==> config.mk <==
export PLATFORM = sky130hd
export DESIGN_NAME = scld_pix_packer
export DESIGN_NICKNAME = d
export VERILOG_FILES = /design/src/rtl/scld_pix_packer_pkg.sv /design/src/rtl/scld_word_fifo.sv /design/src/rtl/scld_pix_packer.sv
export SDC_FILE = /design/constraint.sdc
export NUM_CORES = 1
export LEC_CHECK = 0
export CAP_MARGIN = 5
export CORE_MARGIN = 5
export CORE_UTILIZATION = 23
export CTS_CLUSTER_DIAMETER = 50
export CTS_CLUSTER_SIZE = 20
export DETAILED_ROUTE_END_ITERATION = 8
export MAX_ROUTING_LAYER = met4
export PLACE_DENSITY = 0.38
export SLEW_MARGIN = 20
export SYNTH_ARGS = -nofsm -noshare
export SYNTH_HDL_FRONTEND = slang
export SYNTH_SLANG_ARGS = --single-unit
export TNS_END_PERCENT = 10
==> constraint.sdc <==
create_clock -name tm3_clk_v0 -period 3.1 [get_ports tm3_clk_v0]
set_input_delay 0.775 -clock tm3_clk_v0 [delete_from_list [all_inputs] [get_ports tm3_clk_v0]]
set_output_delay 0.775 -clock tm3_clk_v0 [all_outputs]
set_load 0.1 [all_outputs]
==> src/rtl/scld_pix_packer_pkg.sv <==
// Shared types and constants for the scaled-pixel packer: scale encodings,
// address/data widths, default base addresses and the round-robin helper.
package scld_pix_packer_pkg;

  localparam int ADDR_W   = 19;
  localparam int DATA_W   = 32;
  localparam int N_SCALES = 3;

  localparam logic [ADDR_W-1:0] BASE_1_DEF = 19'h00000;
  localparam logic [ADDR_W-1:0] BASE_2_DEF = 19'h14000;
  localparam logic [ADDR_W-1:0] BASE_4_DEF = 19'h19000;

  typedef enum logic [1:0] {
    SCALE_1 = 2'd0,
    SCALE_2 = 2'd1,
    SCALE_4 = 2'd2
  } scale_e;

  typedef enum logic {
    ARB_IDLE,
    ARB_BUSY
  } arb_state_e;

  typedef struct packed {
    logic [ADDR_W-1:0] addr;
    logic [DATA_W-1:0] data;
  } word_t;

  // Pick the first pending scale strictly after 'last' in x1, x2, x4 order.
  // Walking the offsets from lowest to highest priority lets the nearest one win.
  function automatic scale_e rr_pick(input logic [N_SCALES-1:0] pend, input scale_e last);
    scale_e     pick;
    logic [1:0] idx;
    pick = last;
    for (int k = N_SCALES; k >= 1; k--) begin
      idx = 2'((int'(last) + k) % N_SCALES);
      if (pend[idx]) pick = scale_e'(idx);
    end
    return pick;
  endfunction

endpackage

==> src/rtl/scld_word_fifo.sv <==
// Small synchronous FIFO holding packed words with their write addresses.
// A push into a full FIFO is accepted only if a pop frees a slot in the same cycle.
module scld_word_fifo
  import scld_pix_packer_pkg::*;
#(
  parameter int DEPTH = 4
) (
  input  logic  clk,
  input  logic  rst_n,
  input  logic  push_i,
  input  word_t push_word_i,
  input  logic  pop_i,
  output word_t head_o,
  output logic  full_o,
  output logic  empty_o
);

  localparam int               PTR_W    = (DEPTH > 1) ? $clog2(DEPTH) : 1;
  localparam logic [PTR_W-1:0] LAST_PTR = PTR_W'(DEPTH - 1);
  localparam logic [PTR_W:0]   FULL_CNT = (PTR_W + 1)'(DEPTH);

  word_t            mem_q [DEPTH];
  logic [PTR_W-1:0] wr_ptr_q;
  logic [PTR_W-1:0] rd_ptr_q;
  logic [PTR_W:0]   count_q;
  logic             pop_ok;
  logic             push_ok;

  assign empty_o = (count_q == '0);
  assign full_o  = (count_q == FULL_CNT);
  assign head_o  = mem_q[rd_ptr_q];
  assign pop_ok  = pop_i && !empty_o;
  assign push_ok = push_i && (!full_o || pop_ok);

  function automatic logic [PTR_W-1:0] ptr_inc(input logic [PTR_W-1:0] p);
    return (p == LAST_PTR) ? '0 : p + 1'b1;
  endfunction

  always_ff @(posedge clk or negedge rst_n) begin
    if (!rst_n) begin
      wr_ptr_q <= '0;
      rd_ptr_q <= '0;
      count_q  <= '0;
    end else begin
      if (push_ok) wr_ptr_q <= ptr_inc(wr_ptr_q);
      if (pop_ok)  rd_ptr_q <= ptr_inc(rd_ptr_q);
      case ({push_ok, pop_ok})
        2'b10:   count_q <= count_q + 1'b1;
        2'b01:   count_q <= count_q - 1'b1;
        default: ;
      endcase
    end
  end

  // NOTE: storage is deliberately not reset; the pointers and count alone decide
  // which entries are valid, so clearing the array would only cost reset fan-out.
  always_ff @(posedge clk) begin
    if (push_ok) mem_q[wr_ptr_q] <= push_word_i;
  end

endmodule

==> src/rtl/scld_pix_packer.sv <==
// Packs 8-bit gray pixels from three scaler outputs into 32-bit words, buffers
// each scale in its own FIFO and writes them out through a round-robin arbiter.
module scld_pix_packer
  import scld_pix_packer_pkg::*;
#(
  parameter int                H_PIX      = 640,
  parameter int                V_LINES    = 480,
  parameter logic [ADDR_W-1:0] BASE_1     = BASE_1_DEF,
  parameter logic [ADDR_W-1:0] BASE_2     = BASE_2_DEF,
  parameter logic [ADDR_W-1:0] BASE_4     = BASE_4_DEF,
  parameter int                FIFO_DEPTH = 4
) (
  input  logic              tm3_clk_v0,
  input  logic              tm3_rst_n,
  input  logic              vidin_frame_start,
  input  logic              vidin_new_data_scld_1,
  input  logic              vidin_new_data_scld_2,
  input  logic              vidin_new_data_scld_4,
  input  logic [7:0]        vidin_gray_scld_1,
  input  logic [7:0]        vidin_gray_scld_2,
  input  logic [7:0]        vidin_gray_scld_4,
  output logic              mem_req,
  input  logic              mem_ack,
  output logic [ADDR_W-1:0] mem_addr,
  output logic [DATA_W-1:0] mem_data,
  output logic [1:0]        mem_scale,
  output logic              frame_done_1,
  output logic              frame_done_2,
  output logic              frame_done_4,
  output logic              ovf_1,
  output logic              ovf_2,
  output logic              ovf_4
);

  localparam logic [N_SCALES-1:0][ADDR_W-1:0] BASE = {BASE_4, BASE_2, BASE_1};

  logic [N_SCALES-1:0]      px_vld;
  logic [N_SCALES-1:0][7:0] px_gray;
  logic [N_SCALES-1:0]      fifo_full;
  logic [N_SCALES-1:0]      fifo_empty;
  logic [N_SCALES-1:0]      pop;
  logic [N_SCALES-1:0]      done_vec;
  logic [N_SCALES-1:0]      ovf_vec;
  word_t                    head [N_SCALES];

  assign px_vld  = {vidin_new_data_scld_4, vidin_new_data_scld_2, vidin_new_data_scld_1};
  assign px_gray = {vidin_gray_scld_4, vidin_gray_scld_2, vidin_gray_scld_1};

  // One packer + FIFO per scale; scale index s means a 2^s downscale.
  for (genvar s = 0; s < N_SCALES; s++) begin : g_scale
    localparam int                WORDS    = ((H_PIX >> s) / 4) * (V_LINES >> s);
    localparam logic [ADDR_W-1:0] LAST_IDX = ADDR_W'(WORDS - 1);

    logic [1:0]        byte_cnt_q, byte_cnt_d;
    logic [23:0]       partial_q, partial_d;
    logic [ADDR_W-1:0] idx_q, idx_d;
    logic              push_q, push_d;
    logic              done_q, done_d;
    word_t             word_q, word_d;
    logic              ovf_q;

    // NOTE: every variable gets a default before any branch so no latch is inferred.
    always_comb begin
      byte_cnt_d = vidin_frame_start ? 2'd0 : byte_cnt_q;
      idx_d      = vidin_frame_start ? '0 : idx_q;
      partial_d  = partial_q;
      word_d     = word_q;
      push_d     = 1'b0;
      done_d     = 1'b0;
      if (px_vld[s]) begin
        if (byte_cnt_d == 2'd3) begin
          push_d      = 1'b1;
          word_d.data = {px_gray[s], partial_d};
          word_d.addr = BASE[s] + idx_d;
          done_d      = (idx_d == LAST_IDX);
          idx_d       = done_d ? '0 : idx_d + 1'b1;
        end else begin
          // Shift in from the top so the first pixel ends up in the low byte.
          partial_d = {px_gray[s], partial_d[23:8]};
        end
        byte_cnt_d = byte_cnt_d + 2'd1;
      end
    end

    always_ff @(posedge tm3_clk_v0 or negedge tm3_rst_n) begin
      if (!tm3_rst_n) begin
        byte_cnt_q <= '0;
        partial_q  <= '0;
        idx_q      <= '0;
        push_q     <= 1'b0;
        done_q     <= 1'b0;
        word_q     <= '0;
        ovf_q      <= 1'b0;
      end else begin
        byte_cnt_q <= byte_cnt_d;
        partial_q  <= partial_d;
        idx_q      <= idx_d;
        push_q     <= push_d;
        done_q     <= done_d;
        word_q     <= word_d;
        if (push_q && fifo_full[s] && !pop[s]) ovf_q <= 1'b1;
      end
    end

    scld_word_fifo #(
      .DEPTH (FIFO_DEPTH)
    ) u_fifo (
      .clk         (tm3_clk_v0),
      .rst_n       (tm3_rst_n),
      .push_i      (push_q),
      .push_word_i (word_q),
      .pop_i       (pop[s]),
      .head_o      (head[s]),
      .full_o      (fifo_full[s]),
      .empty_o     (fifo_empty[s])
    );

    assign done_vec[s] = done_q;
    assign ovf_vec[s]  = ovf_q;
  end

  assign frame_done_1 = done_vec[0];
  assign frame_done_2 = done_vec[1];
  assign frame_done_4 = done_vec[2];
  assign ovf_1        = ovf_vec[0];
  assign ovf_2        = ovf_vec[1];
  assign ovf_4        = ovf_vec[2];

  arb_state_e        state_q;
  scale_e            last_q;
  scale_e            sel_q;
  scale_e            pick;
  logic              mem_req_q;
  logic [ADDR_W-1:0] mem_addr_q;
  logic [DATA_W-1:0] mem_data_q;
  scale_e            mem_scale_q;

  assign pick = rr_pick(~fifo_empty, last_q);

  // The FIFO head is popped only once the memory has taken the word.
  always_comb begin
    pop = '0;
    if (state_q == ARB_BUSY && mem_ack) pop[sel_q] = 1'b1;
  end

  always_ff @(posedge tm3_clk_v0 or negedge tm3_rst_n) begin
    if (!tm3_rst_n) begin
      state_q     <= ARB_IDLE;
      last_q      <= SCALE_4;
      sel_q       <= SCALE_1;
      mem_req_q   <= 1'b0;
      mem_addr_q  <= '0;
      mem_data_q  <= '0;
      mem_scale_q <= SCALE_1;
    end else begin
      unique case (state_q)
        ARB_IDLE: begin
          if (!(&fifo_empty)) begin
            sel_q       <= pick;
            last_q      <= pick;
            mem_addr_q  <= head[pick].addr;
            mem_data_q  <= head[pick].data;
            mem_scale_q <= pick;
            mem_req_q   <= 1'b1;
            state_q     <= ARB_BUSY;
          end
        end
        ARB_BUSY: begin
          if (mem_ack) begin
            mem_req_q <= 1'b0;
            state_q   <= ARB_IDLE;
          end
        end
      endcase
    end
  end

  assign mem_req   = mem_req_q;
  assign mem_addr  = mem_addr_q;
  assign mem_data  = mem_data_q;
  assign mem_scale = mem_scale_q;

endmodule

==> results.txt, run 1 <==
CTS tree - yes
Area Overhead vs Synth - 23.1%
Setup Buffers After CTS - 0
GPL Wtd Cong - 0.737
share of layout cells above drive strength 1 - 27.6%
Worst R2R Path Depth - 8
dpl cells - 4718
width of the die - 421 microns
synthesized net count - 2456
Setup CP Type - register to register
Post-Syn Instances - 2393
synthesized area - 38800 sq um
Sequential cell area - 27800 sq um
total global routing overflow - 0
fin. max-slew vios - 0
#FFs+latches synth - 986
DR DRC count - 0
Critical Path AT - 3.50 ns
hold wc startpoint - g_scale[0].partial_q[2]
final instance area - 47800 sq um
Layout Utilization - 28.5%
yosys warns - 0
DRT Pass-1 Iters - 5
MaxCap Viol Count - 0
Worst EP required - 3.73 ns
Sink Count - 986
Area after DPL - 43600 sq um
Worst Setup End Kind - register
Initial Utilization - 23.2%
GRT Overall Usage - 12.2%
final wirelength - 104 mm
top_reg_cell synth - edfxtp_1
core area - 168000 sq um
fin cells - 4945
status - completed
Fill cells - 16648
HP Class - register to register
I/O pins - 91
hold_buf cts - 1
slew margin rel. - 45.7%
DR vias - 20673
vias in the first global route - 22128
largest net degree at the start of global routing - 96
leakage - 0.0180 uW
Worst-Margin Slew - 0.814 ns
Critical Path Start Type - register
r2r setup slk - 0.23 ns
WL/cell - 21.0 microns
total CTS buffers - 118
worst hold endpoint - g_scale[0].word_q[2]
Reg2Reg Capture Point - mem_data[30]
grt peak-use layer - met2
Layout Nets - 2698
Seq/Total Area, Yosys - 71.4%
CP max stage cell - or3b_4
P per Cell Area - 925 nW/um^2
Antenna Violating Nets Remaining - 0
DRT iter0 DRCs - 961
Buf+Inv Stages, Crit Path - 2
Synth async-reset ratio - 37.9%
met1 track demand over resource - 15.6%
Final min period - 2.87 ns
CP delay by family, top - simple AND/OR/NAND/NOR gates
Setup crit start - last_q[1]
grt met2 use - 20.0%
post-DP HPWL - 70.1 mm
initial antenna violation count - 0
Port Buffers - 90
via/cell ratio - 4.18
Synth Area per Inst - 16.2 sq um
worst reg2reg startpoint - last_q[1]
Resize count post-CTS - 0
number of synthesized flops with an enable pin - 612
Clk pin slew, worst setup/hold paths - 0.06 ns
Final Hold Fails - 0
clk root buf - clkbuf_16
Max FO, Critical Path - 31
Setup TNS - 0 ns
worst-path cell chain - inv_1 -> ha_1 -> nor4_1 -> a211oi_1 -> o32ai_2 -> or3b_4 -> buf_12 -> o221ai_2
H-Tree Depth - 3
Clock Latency Late Sink - 0.74 ns
Multi-input gate area - 10300 sq um
# rows - 150
met3 usage - 1.97%
total power - 44200 uW
Die ar. - 177000 sq um
CP max stage delay - 0.57 ns
# setup viols final - 0
Unique masters post-synth - 63
unrepaired setup endpoints after global routing - no
clock buffer depth - 3
fin crit share - 92.4%
hold depth - 2
first-pass GRT wire length - 155 mm
Fmax - 349 MHz
Peak VDD IR - 0.645 mV
clock skew - 0.0329 ns
die height - 421 microns
[placed cells by master (no fill, tap or decap), types with 5 or more instances in the layout]
| cell type | netlist | final |
|---|---|---|
| clkinv_8 | 0 | 7 |
| inv_6 | 0 | 26 |
| nand3_1 | 23 | 23 |
| clkinvlp_4 | 0 | 11 |
| nor4_1 | 5 | 5 |
| nand2b_1 | 9 | 8 |
| a21oi_1 | 10 | 10 |
| nand2_1 | 461 | 458 |
| and3_1 | 22 | 10 |
| and2_1 | 8 | 8 |
| clkinv_4 | 0 | 18 |
| nor2_1 | 70 | 70 |
| nand4_1 | 16 | 16 |
| inv_8 | 0 | 12 |
| buf_4 | 1 | 154 |
| xnor2_1 | 35 | 35 |
| clkinv_2 | 0 | 9 |
| or3_1 | 8 | 8 |
| ha_1 | 29 | 29 |
| buf_12 | 5 | 54 |
| xor2_1 | 32 | 32 |
| mux2i_1 | 54 | 54 |
| a22o_1 | 6 | 6 |
| o21ai_0 | 43 | 43 |
| clkdlybuf4s50_1 | 0 | 28 |
| edfxtp_1 | 612 | 612 |
| inv_1 | 80 | 79 |
| nor2b_1 | 21 | 20 |
| mux2_2 | 88 | 88 |
| o221ai_2 | 50 | 50 |
| nor3_1 | 8 | 8 |
| and3_2 | 0 | 12 |
| dfrtp_1 | 373 | 367 |
| bufinv_16 | 0 | 7 |
| clkbuf_16 | 0 | 121 |
| mux4_2 | 153 | 153 |
[state kept, by name, indices dropped and copies added (netlist names)]
name                     flops
g_scale.u_fifo.mem_q       612
g_scale.word_q             153
g_scale.partial_q           72
g_scale.idx_q               57
mem_data                    32
mem_addr                    19
g_scale.u_fifo.count_q       9
g_scale.byte_cnt_q           6
g_scale.u_fifo.rd_ptr_q      6
g_scale.u_fifo.wr_ptr_q      6
g_scale.push_q               3
last_q                       2
frame_done_1                 1
frame_done_2                 1
frame_done_4                 1
mem_req                      1
mem_scale                    1
ovf_1                        1
ovf_2                        1
ovf_4                        1
state_q                      1
[worst max-delay path by stage]
stage	slack, ns	end	depth (start not counted)
global route	0.05	mem_addr[6]	8
floorplan	-0.03	g_scale[0].u_fifo.mem_q[1][0]	2
finish	0.23	mem_data[30]	8
CTS	0.24	mem_data[27]	8
detailed placement	-0.02	g_scale[0].u_fifo.count_q[2]	11
global placement	-0.03	g_scale[1].u_fifo.count_q[2]	12
[power breakdown]
part           leakage (uW)  internal (uW)  switching, uW  total [uW]
sequential           0.0105          15700           1770       17500
clock               0.00201           8090           6260       14300
combinational       0.00552           4700           7690       12400
total                0.0180          28500          15700       44200
[through the flow]
step | setup WS [ns] | hold WS, ns
CTS | 0.243 | 0.467
finish | 0.234 | 0.467
floorplan | -0.0306 | 0.433
detailed placement | -0.0241 | 0.454
global route | 0.0454 | 0.490
global placement | -0.0348 | 0.450
[metal layers]
| metal | part of all wire (%) | wire length (microns) | vias to the layer above |
|---|---|---|---|
| met4 | 3.0 | 3090 | 0 |
| met5 | 0 | 0 | - |
| met1 | 45 | 46600 | 10878 |
| li1 | - | - | 9372 |
| met2 | 49 | 51400 | 252 |
| met3 | 2.7 | 2860 | 171 |
[layout make-up]
cell class | count | area share (%)
repair buffers | 239 | 5.33
diodes | 1 | 0.00524
clock inverters | 97 | 2.22
inverters | 83 | 0.652
clock buffers | 128 | 6.46
well taps | 2204 | 5.77
flip-flops and latches | 986 | 58.1
multi-input cells | 1207 | 21.5
[logic make-up (layout without fill, tap and decap cells)]
family	after synthesis	in the layout	share of synthesized area, %
compound gates	137	137	3.31
xor+xnor	67	67	1.51
fa+ha+maj	32	32	1.09
buf+inv	200	547	2.24
flops	986	986	71.4
mux	296	296	12.8
other cells	0	1	0
simple gates	675	675	7.55
[worst reg2reg max path, stage by stage (launching register included)]
cell	delay [ns]
dfstp_2	0.55
inv_1	0.09
ha_1	0.28
nor4_1	0.35
a211oi_1	0.12
o32ai_2	0.32
or3b_4	0.57
buf_12	0.25
o221ai_2	0.23
[cells in the mapped netlist, drive strengths merged (3+ instances only)]
cell    number  area (sq um)
a21oi       10          50.1
or2          3          18.8
dfrtp      373          9330
or3          8          50.1
xnor2       35           307
clkbuf      81           304
nand2b       9          56.3
mux2        89          1000
nand4       16           100
nor4b        3          26.3
nor4         5          31.3
and2         8          50.1
a22o         6          52.6
and4         3          26.3
o21ai       46           230
xor2        32           280
a31oi        3          18.8
o21a         3          22.5
a211oi       3          22.5
o221ai      51           759
and3        22           138
nor3        13           109
nor2        70           263
or4          4          33.8
ha          29           363
nand2      461          1730
inv         83           312
fa           3          60.1
buf         36           253
nand3       23           115
nor2b       21           131
mux2i       54           541
edfxtp     612         18400
mux4       153          3450
(Power assumes the default switching activity.)
==> run 2, diff against run 1 <==
==> constraint.sdc (replaced) <==
create_clock -name tm3_clk_v0 -period 3.1 [get_ports tm3_clk_v0]
set_input_delay 0.62 -clock tm3_clk_v0 [delete_from_list [all_inputs] [get_ports tm3_clk_v0]]
set_output_delay 0.62 -clock tm3_clk_v0 [all_outputs]
set_load 0.1 [all_outputs]
==> run 2 against run 1 <==
Routed wire length rose by 0.63%; worst setup slack got worse by 0.024 ns; via count decreased by 0.37%; first-iteration DRC count rose by 25%; sequential power about the same; count of clock-buffer cells in the layout is 3 lower; largest power group unchanged; worst hold slack worse by 0.13 ns; sequential share of layout area is 0.26 points higher; critical endpoint is now mem_data[1]; register-to-register slack got worse by 0.02 ns; fmax is 0.82% lower; critical path depth up 1.
==> results.txt, run 2 (same netlist as run 1, synthesis figures left out) <==
vias in the first global route - 22244 (was 22128)
DR vias - 20597 (was 20673)
fin. max-slew vios - 0 (unchanged)
Fill cells - 16715 (was 16648)
largest net degree at the start of global routing - 72 (was 96)
DRT Pass-1 Iters - 5 (unchanged)
clock skew - 0.0273 ns (was 0.0329 ns)
DR DRC count - 0 (unchanged)
WL/cell - 21.3 microns (was 21.0 microns)
first-pass GRT wire length - 156 mm (was 155 mm)
worst reg2reg startpoint - last_q[0] (was last_q[1])
Initial Utilization - 23.2% (unchanged)
Worst EP required - 3.67 ns (was 3.73 ns)
slew margin rel. - 43.8% (was 45.7%)
Antenna Violating Nets Remaining - 0 (unchanged)
Buf+Inv Stages, Crit Path - 2 (unchanged)
dpl cells - 4698 (was 4718)
CP max stage cell - mux2i_1 (was or3b_4)
HP Class - input port to register (was register to register)
Fmax - 346 MHz (was 349 MHz)
max reg flops - 612 (unchanged)
biggest regs - g_scale.u_fifo.mem_q (612), g_scale.word_q (153), g_scale.partial_q (72) (unchanged)
Peak VDD IR - 0.488 mV (was 0.645 mV)
GPL Wtd Cong - 0.744 (was 0.737)
width of the die - 421 microns (unchanged)
Clk pin slew, worst setup/hold paths - 0.06 ns (about the same)
via/cell ratio - 4.19 (was 4.18)
Layout Nets - 2674 (was 2698)
CP max stage delay - 0.49 ns (was 0.57 ns)
commonest non-fill, non-tap cell in the layout - edfxtp_1 (unchanged)
status - completed (unchanged)
# rows - 150 (unchanged)
share of layout cells above drive strength 1 - 26.8% (was 27.6%)
Critical Path Start Type - register (unchanged)
clk root buf - clkbuf_16 (unchanged)
H-Tree Depth - 3 (unchanged)
fin crit share - 93.2% (was 92.4%)
MaxCap Viol Count - 0 (unchanged)
Final Hold Fails - 0 (unchanged)
Biggest register - g_scale.u_fifo.mem_q (unchanged)
Clock Latency Late Sink - 0.72 ns (was 0.74 ns)
Sink Count - 986 (unchanged)
Layout Utilization - 28.4% (was 28.5%)
most frequent cells in the layout - edfxtp_1, nand2_1, dfrtp_1 (unchanged)
Final min period - 2.89 ns (was 2.87 ns)
clock buffer depth - 3 (unchanged)
unrepaired setup endpoints after global routing - no (unchanged)
total global routing overflow - 0 (unchanged)
hold wc startpoint - vidin_frame_start (was g_scale[0].partial_q[2])
worst-path cell chain - inv_1 -> ha_1 -> nand2_1 -> o21ai_0 -> o32ai_1 -> o31ai_4 -> buf_12 -> mux2i_1 -> o221ai_2 (was inv_1 -> ha_1 -> nor4_1 -> a211oi_1 -> o32ai_2 -> or3b_4 -> buf_12 -> o221ai_2)
Setup crit start - last_q[0] (was last_q[1])
I/O pins - 91 (unchanged)
post-DP HPWL - 68.0 mm (was 70.1 mm)
fin cells - 4920 (was 4945)
total CTS buffers - 114 (was 118)
Setup CP Type - register to register (unchanged)
core area - 168000 sq um (unchanged)
Worst Setup End Kind - register (unchanged)
GRT Overall Usage - 12.3% (was 12.2%)
tightest hold margin - 0.332 ns (was 0.467 ns)
final wirelength - 105 mm (was 104 mm)
Worst-Margin Slew - 0.844 ns (was 0.814 ns)
CP delay by family, top - compound AO/OA/AOI/OAI gates (was simple AND/OR/NAND/NOR gates)
total power - 44200 uW (about the same)
Area Overhead vs Synth - 22.5% (was 23.1%)
Max FO, Critical Path - 41 (was 31)
Die ar. - 177000 sq um (unchanged)
Setup Buffers After CTS - 0 (unchanged)
die height - 421 microns (unchanged)
CTS tree - yes (unchanged)
DRT iter0 DRCs - 1205 (was 961)
P per Cell Area - 930 nW/um^2 (was 925 nW/um^2)
leakage - 0.0178 uW (was 0.0180 uW)
initial antenna violation count - 3 (was 0)
Critical Path AT - 3.46 ns (was 3.50 ns)
# setup viols final - 0 (unchanged)
Port Buffers - 90 (unchanged)
run 2: power breakdown:
group	leakage, uW	switching [uW]	internal, uW
registers	0.0104	1520	15700
clock network	0.00197	5950	8440
logic	0.00540	7790	4810
run 2: worst paths after layout:
path                                                 end  slack [ns]  depth (start not counted)
min                                  g_scale[2].idx_q[2]        0.33                          3
max reg2reg                                  mem_data[1]        0.21                          9
max                                          mem_data[1]        0.21                          9
min in group asynchronous          g_scale[2].word_q[26]        0.47                          2
max in group asynchronous  g_scale[2].u_fifo.rd_ptr_q[0]        1.70                          3
min reg2reg                         g_scale[2].word_q[3]        0.47                          2
run 2: area by class of cell:
cell class	instances	area [sq um]	area share [%]
clock buffer	125	3000	6.31
sequential	986	27800	58.3
clock inverter	93	1120	2.36
multi-input combinational	1207	10300	21.6
antenna	3	7.51	0.0158
timing repair buffer	219	2350	4.93
inverter	83	312	0.655
tap	2204	2760	5.80
run 2: what timing repair did:
item	CTS	global route
hold endpoints to repair	42	0
hold buffers	1	0
setup endpoints to repair	0	4
resized for setup	0	1
run 2: tightest hold or removal path, stage by stage:
cell	delay [ns]
buf_2	0.17
nor2b_1	0.10
xnor2_1	0.12
run 2: per-stage QoR:
| step | cell area (sq um) | TNS, ns | setup WS, ns |
|---|---|---|---|
| 4_1_cts | 47600 | 0 | 0.175 |
| 2_1_floorplan | 38800 | -6.96 | -0.0306 |
| 3_5_place_dp | 43400 | 0 | 0.142 |
| 3_3_place_gp | 43400 | 0 | 0.0770 |
| 6_report | 47600 | 0 | 0.210 |
| 5_1_grt | 47600 | 0 | 0.0599 |
run 2: layer usage:
layer	vias to the layer above	wire length (microns)	GRT usage (%)	share of wire (%)
met2	265	52600	20.6	50
met1	10858	47200	15.9	45
met4	0	1920	2.53	1.8
li1	9321	-	-	-
met3	153	2840	1.86	2.7
met5	-	0	-	0
==> run 3, diff against run 2 <==
--- a/config.mk
+++ b/config.mk
@@ -6,6 +6,7 @@
 export NUM_CORES = 1
 export LEC_CHECK = 0
 export CAP_MARGIN = 5
+export CORE_ASPECT_RATIO = 1.5
 export CORE_MARGIN = 5
 export CORE_UTILIZATION = 23
 export CTS_CLUSTER_DIAMETER = 50
==> run 3 against run 2 <==
Global-route usage shrank 0.24 points; final cell count decreased by 0.37%; worst setup slack better by 0.060 ns; critical endpoint is now mem_addr[14]; highest routed layer unchanged; largest power group unchanged; critical path type unchanged; count of clock-buffer cells in the layout is the same; routed wire length decreased by 0.39%; worst hold slack gained 0.027 ns; total power fell by 3.2%; fmax is 2.1% higher.
==> results.txt, run 3 (same netlist as run 1, synthesis figures left out) <==
Buf+Inv Stages, Crit Path - 2 (unchanged)
Pint - 27600 uW (was 29000 uW)
GPL Wtd Cong - 0.719 (was 0.744)
Peak VDD IR - 0.838 mV (was 0.488 mV)
H-Tree Depth - 3 (unchanged)
Setup CP Type - register to register (unchanged)
CTS tree - yes (unchanged)
unrepaired setup endpoints after global routing - no (unchanged)
slew margin rel. - 46.9% (was 43.8%)
Setup Buffers After CTS - 0 (unchanged)
dpl cells - 4697 (was 4698)
Die ar. - 177000 sq um (about the same)
DR vias - 20437 (was 20597)
Layout Utilization - 27.9% (was 28.4%)
status - completed (unchanged)
Port Buffers - 90 (unchanged)
MaxCap Viol Count - 0 (unchanged)
clock skew - 0.0443 ns (was 0.0273 ns)
width of the die - 345 microns (was 421 microns)
Sw Share - 35.4% (was 34.5%)
Fill cells - 16783 (was 16715)
clock buffer depth - 3 (unchanged)
fin crit share - 91.3% (was 93.2%)
worst-path cell chain - inv_1 -> ha_1 -> nor4_1 -> a211oi_1 -> o32ai_2 -> or3b_4 -> buf_12 -> o221ai_2 (was inv_1 -> ha_1 -> nand2_1 -> o21ai_0 -> o32ai_1 -> o31ai_4 -> buf_12 -> mux2i_1 -> o221ai_2)
fin. max-slew vios - 0 (unchanged)
largest net degree at the start of global routing - 80 (was 72)
Clock Latency Late Sink - 0.72 ns (about the same)
initial antenna violation count - 4 (was 3)
Max FO, Critical Path - 39 (was 41)
Biggest register - g_scale.u_fifo.mem_q (unchanged)
Critical Path AT - 3.46 ns (about the same)
# rows - 184 (was 150)
commonest non-fill, non-tap cell in the layout - edfxtp_1 (unchanged)
Worst-Margin Slew - 0.796 ns (was 0.844 ns)
DRT Pass-1 Iters - 5 (unchanged)
CP max stage cell - dfstp_2 (was mux2i_1)
GRT Overall Usage - 12.0% (was 12.3%)
final instance area - 46800 sq um (was 47600 sq um)
CP max stage delay - 0.56 ns (was 0.49 ns)
Initial Utilization - 23.1% (was 23.2%)
Clock Power Share - 31.1% (was 32.6%)
Final Hold Fails - 0 (unchanged)
post-DP HPWL - 68.4 mm (was 68.0 mm)
leakage - 0.0174 uW (was 0.0178 uW)
Resize count post-CTS - 0 (unchanged)
total global routing overflow - 0 (unchanged)
sequential power share - 41.0% (was 38.9%)
I/O pins - 91 (unchanged)
max reg flops - 612 (unchanged)
# setup viols final - 0 (unchanged)
most frequent cells in the layout - edfxtp_1, nand2_1, dfrtp_1 (unchanged)
Worst Setup End Kind - register (unchanged)
Area Overhead vs Synth - 20.7% (was 22.5%)
Worst EP required - 3.73 ns (was 3.67 ns)
clk root buf - clkbuf_16 (unchanged)
vias in the first global route - 22026 (was 22244)
Final min period - 2.83 ns (was 2.89 ns)
core area - 168000 sq um (about the same)
P per Cell Area - 914 nW/um^2 (was 930 nW/um^2)
DR DRC count - 0 (unchanged)
biggest regs - g_scale.u_fifo.mem_q (612), g_scale.word_q (153), g_scale.partial_q (72) (unchanged)
share of layout cells above drive strength 1 - 25.4% (was 26.8%)
DRT iter0 DRCs - 1121 (was 1205)
final wirelength - 104 mm (was 105 mm)
Antenna Violating Nets Remaining - 0 (unchanged)
CP delay by family, top - simple AND/OR/NAND/NOR gates (was compound AO/OA/AOI/OAI gates)
HP Class - input port to register (unchanged)
P_sw - 15200 uW (was 15300 uW)
Fmax - 353 MHz (was 346 MHz)
hold_buf cts - 1 (unchanged)
total CTS buffers - 106 (was 114)
Sink Count - 986 (unchanged)
Critical Path Start Type - register (unchanged)
WL/cell - 21.3 microns (about the same)
Layout Nets - 2637 (was 2674)
Comb power frac - 27.9% (was 28.5%)
Area after DPL - 43100 sq um (was 43400 sq um)
fin cells - 4902 (was 4920)
first-pass GRT wire length - 155 mm (was 156 mm)
die height - 513 microns (was 421 microns)
via/cell ratio - 4.17 (was 4.19)
Clk pin slew, worst setup/hold paths - 0.07 ns (was 0.06 ns)
run 3: cell count changes in the layout (fill, tap and decap cells not counted), sizes merged:
| cell | before | now |
|---|---|---|
| buf | 190 | 161 |
| diode | 3 | 2 |
| bufinv | 15 | 9 |
| clkinvlp | 17 | 13 |
| inv | 112 | 110 |
| clkinv | 32 | 28 |
run 3: worst paths after layout:
check / end / slack (ns) / depth (start not counted) / from
hold reg to reg: g_scale[2].word_q[7] / 0.46 / 2 / g_scale[2].partial_q[7]
max in group asynchronous: g_scale[0].partial_q[12] / 1.72 / 4 / tm3_rst_n
setup reg to reg: mem_addr[14] / 0.27 / 8 / last_q[1]
hold / removal: g_scale[2].word_q[33] / 0.36 / 4 / vidin_frame_start
min in group asynchronous: g_scale[2].word_q[18] / 0.48 / 2 / tm3_rst_n
setup / recovery: mem_addr[14] / 0.27 / 8 / last_q[1]
run 3: layout make-up:
cell class,instances,area [sq um],share of cell area [%]
Antenna cell,2,5.00,0.0107
Clock buffer,125,2840,6.06
Clock inverter,77,885,1.89
Inverter,83,312,0.665
Multi-Input combinational cell,1207,10300,21.9
Sequential cell,986,27800,59.2
Tap cell,2232,2790,5.96
Timing Repair Buffer,190,2000,4.28
run 3: tightest hold or removal path, cell delays in order:
cell,delay (ns)
buf_2,0.19
nor2b_1,0.10
nand2_1,0.08
nand2_1,0.04
run 3: power by group through the flow:
| stage | combinational [uW] | clock (uW) | sequential, uW |
|---|---|---|---|
| after floorplan | 6360 | 0 | 19000 |
| after global placement | 12300 | 0 | 17800 |
| after detailed placement | 12400 | 0 | 17900 |
| after CTS | 12400 | 13800 | 17600 |
| after global routing | 12800 | 14400 | 17800 |
| final | 11900 | 13300 | 17500 |
run 3: per-layer routing:
metal,up-vias,wire [microns],global-route usage (%)
met4,0,2220,3.52
li1,9216,-,-
met1,10801,44400,14.7
met3,112,3040,1.55
met5,-,0,-
met2,308,54600,21.0
run 3: stage by stage:
stage	setup WS, ns	setup TNS, ns	hold slack, ns	power, uW
after floorplan	-0.0306	-6.96	0.324	25400
after global placement	-0.0134	-0.0134	0.448	30000
after CTS	0.244	0	0.308	43800
after detailed placement	0.00949	0	0.454	30200
after global routing	0.130	0	0.357	45000
final	0.270	0	0.359	42800
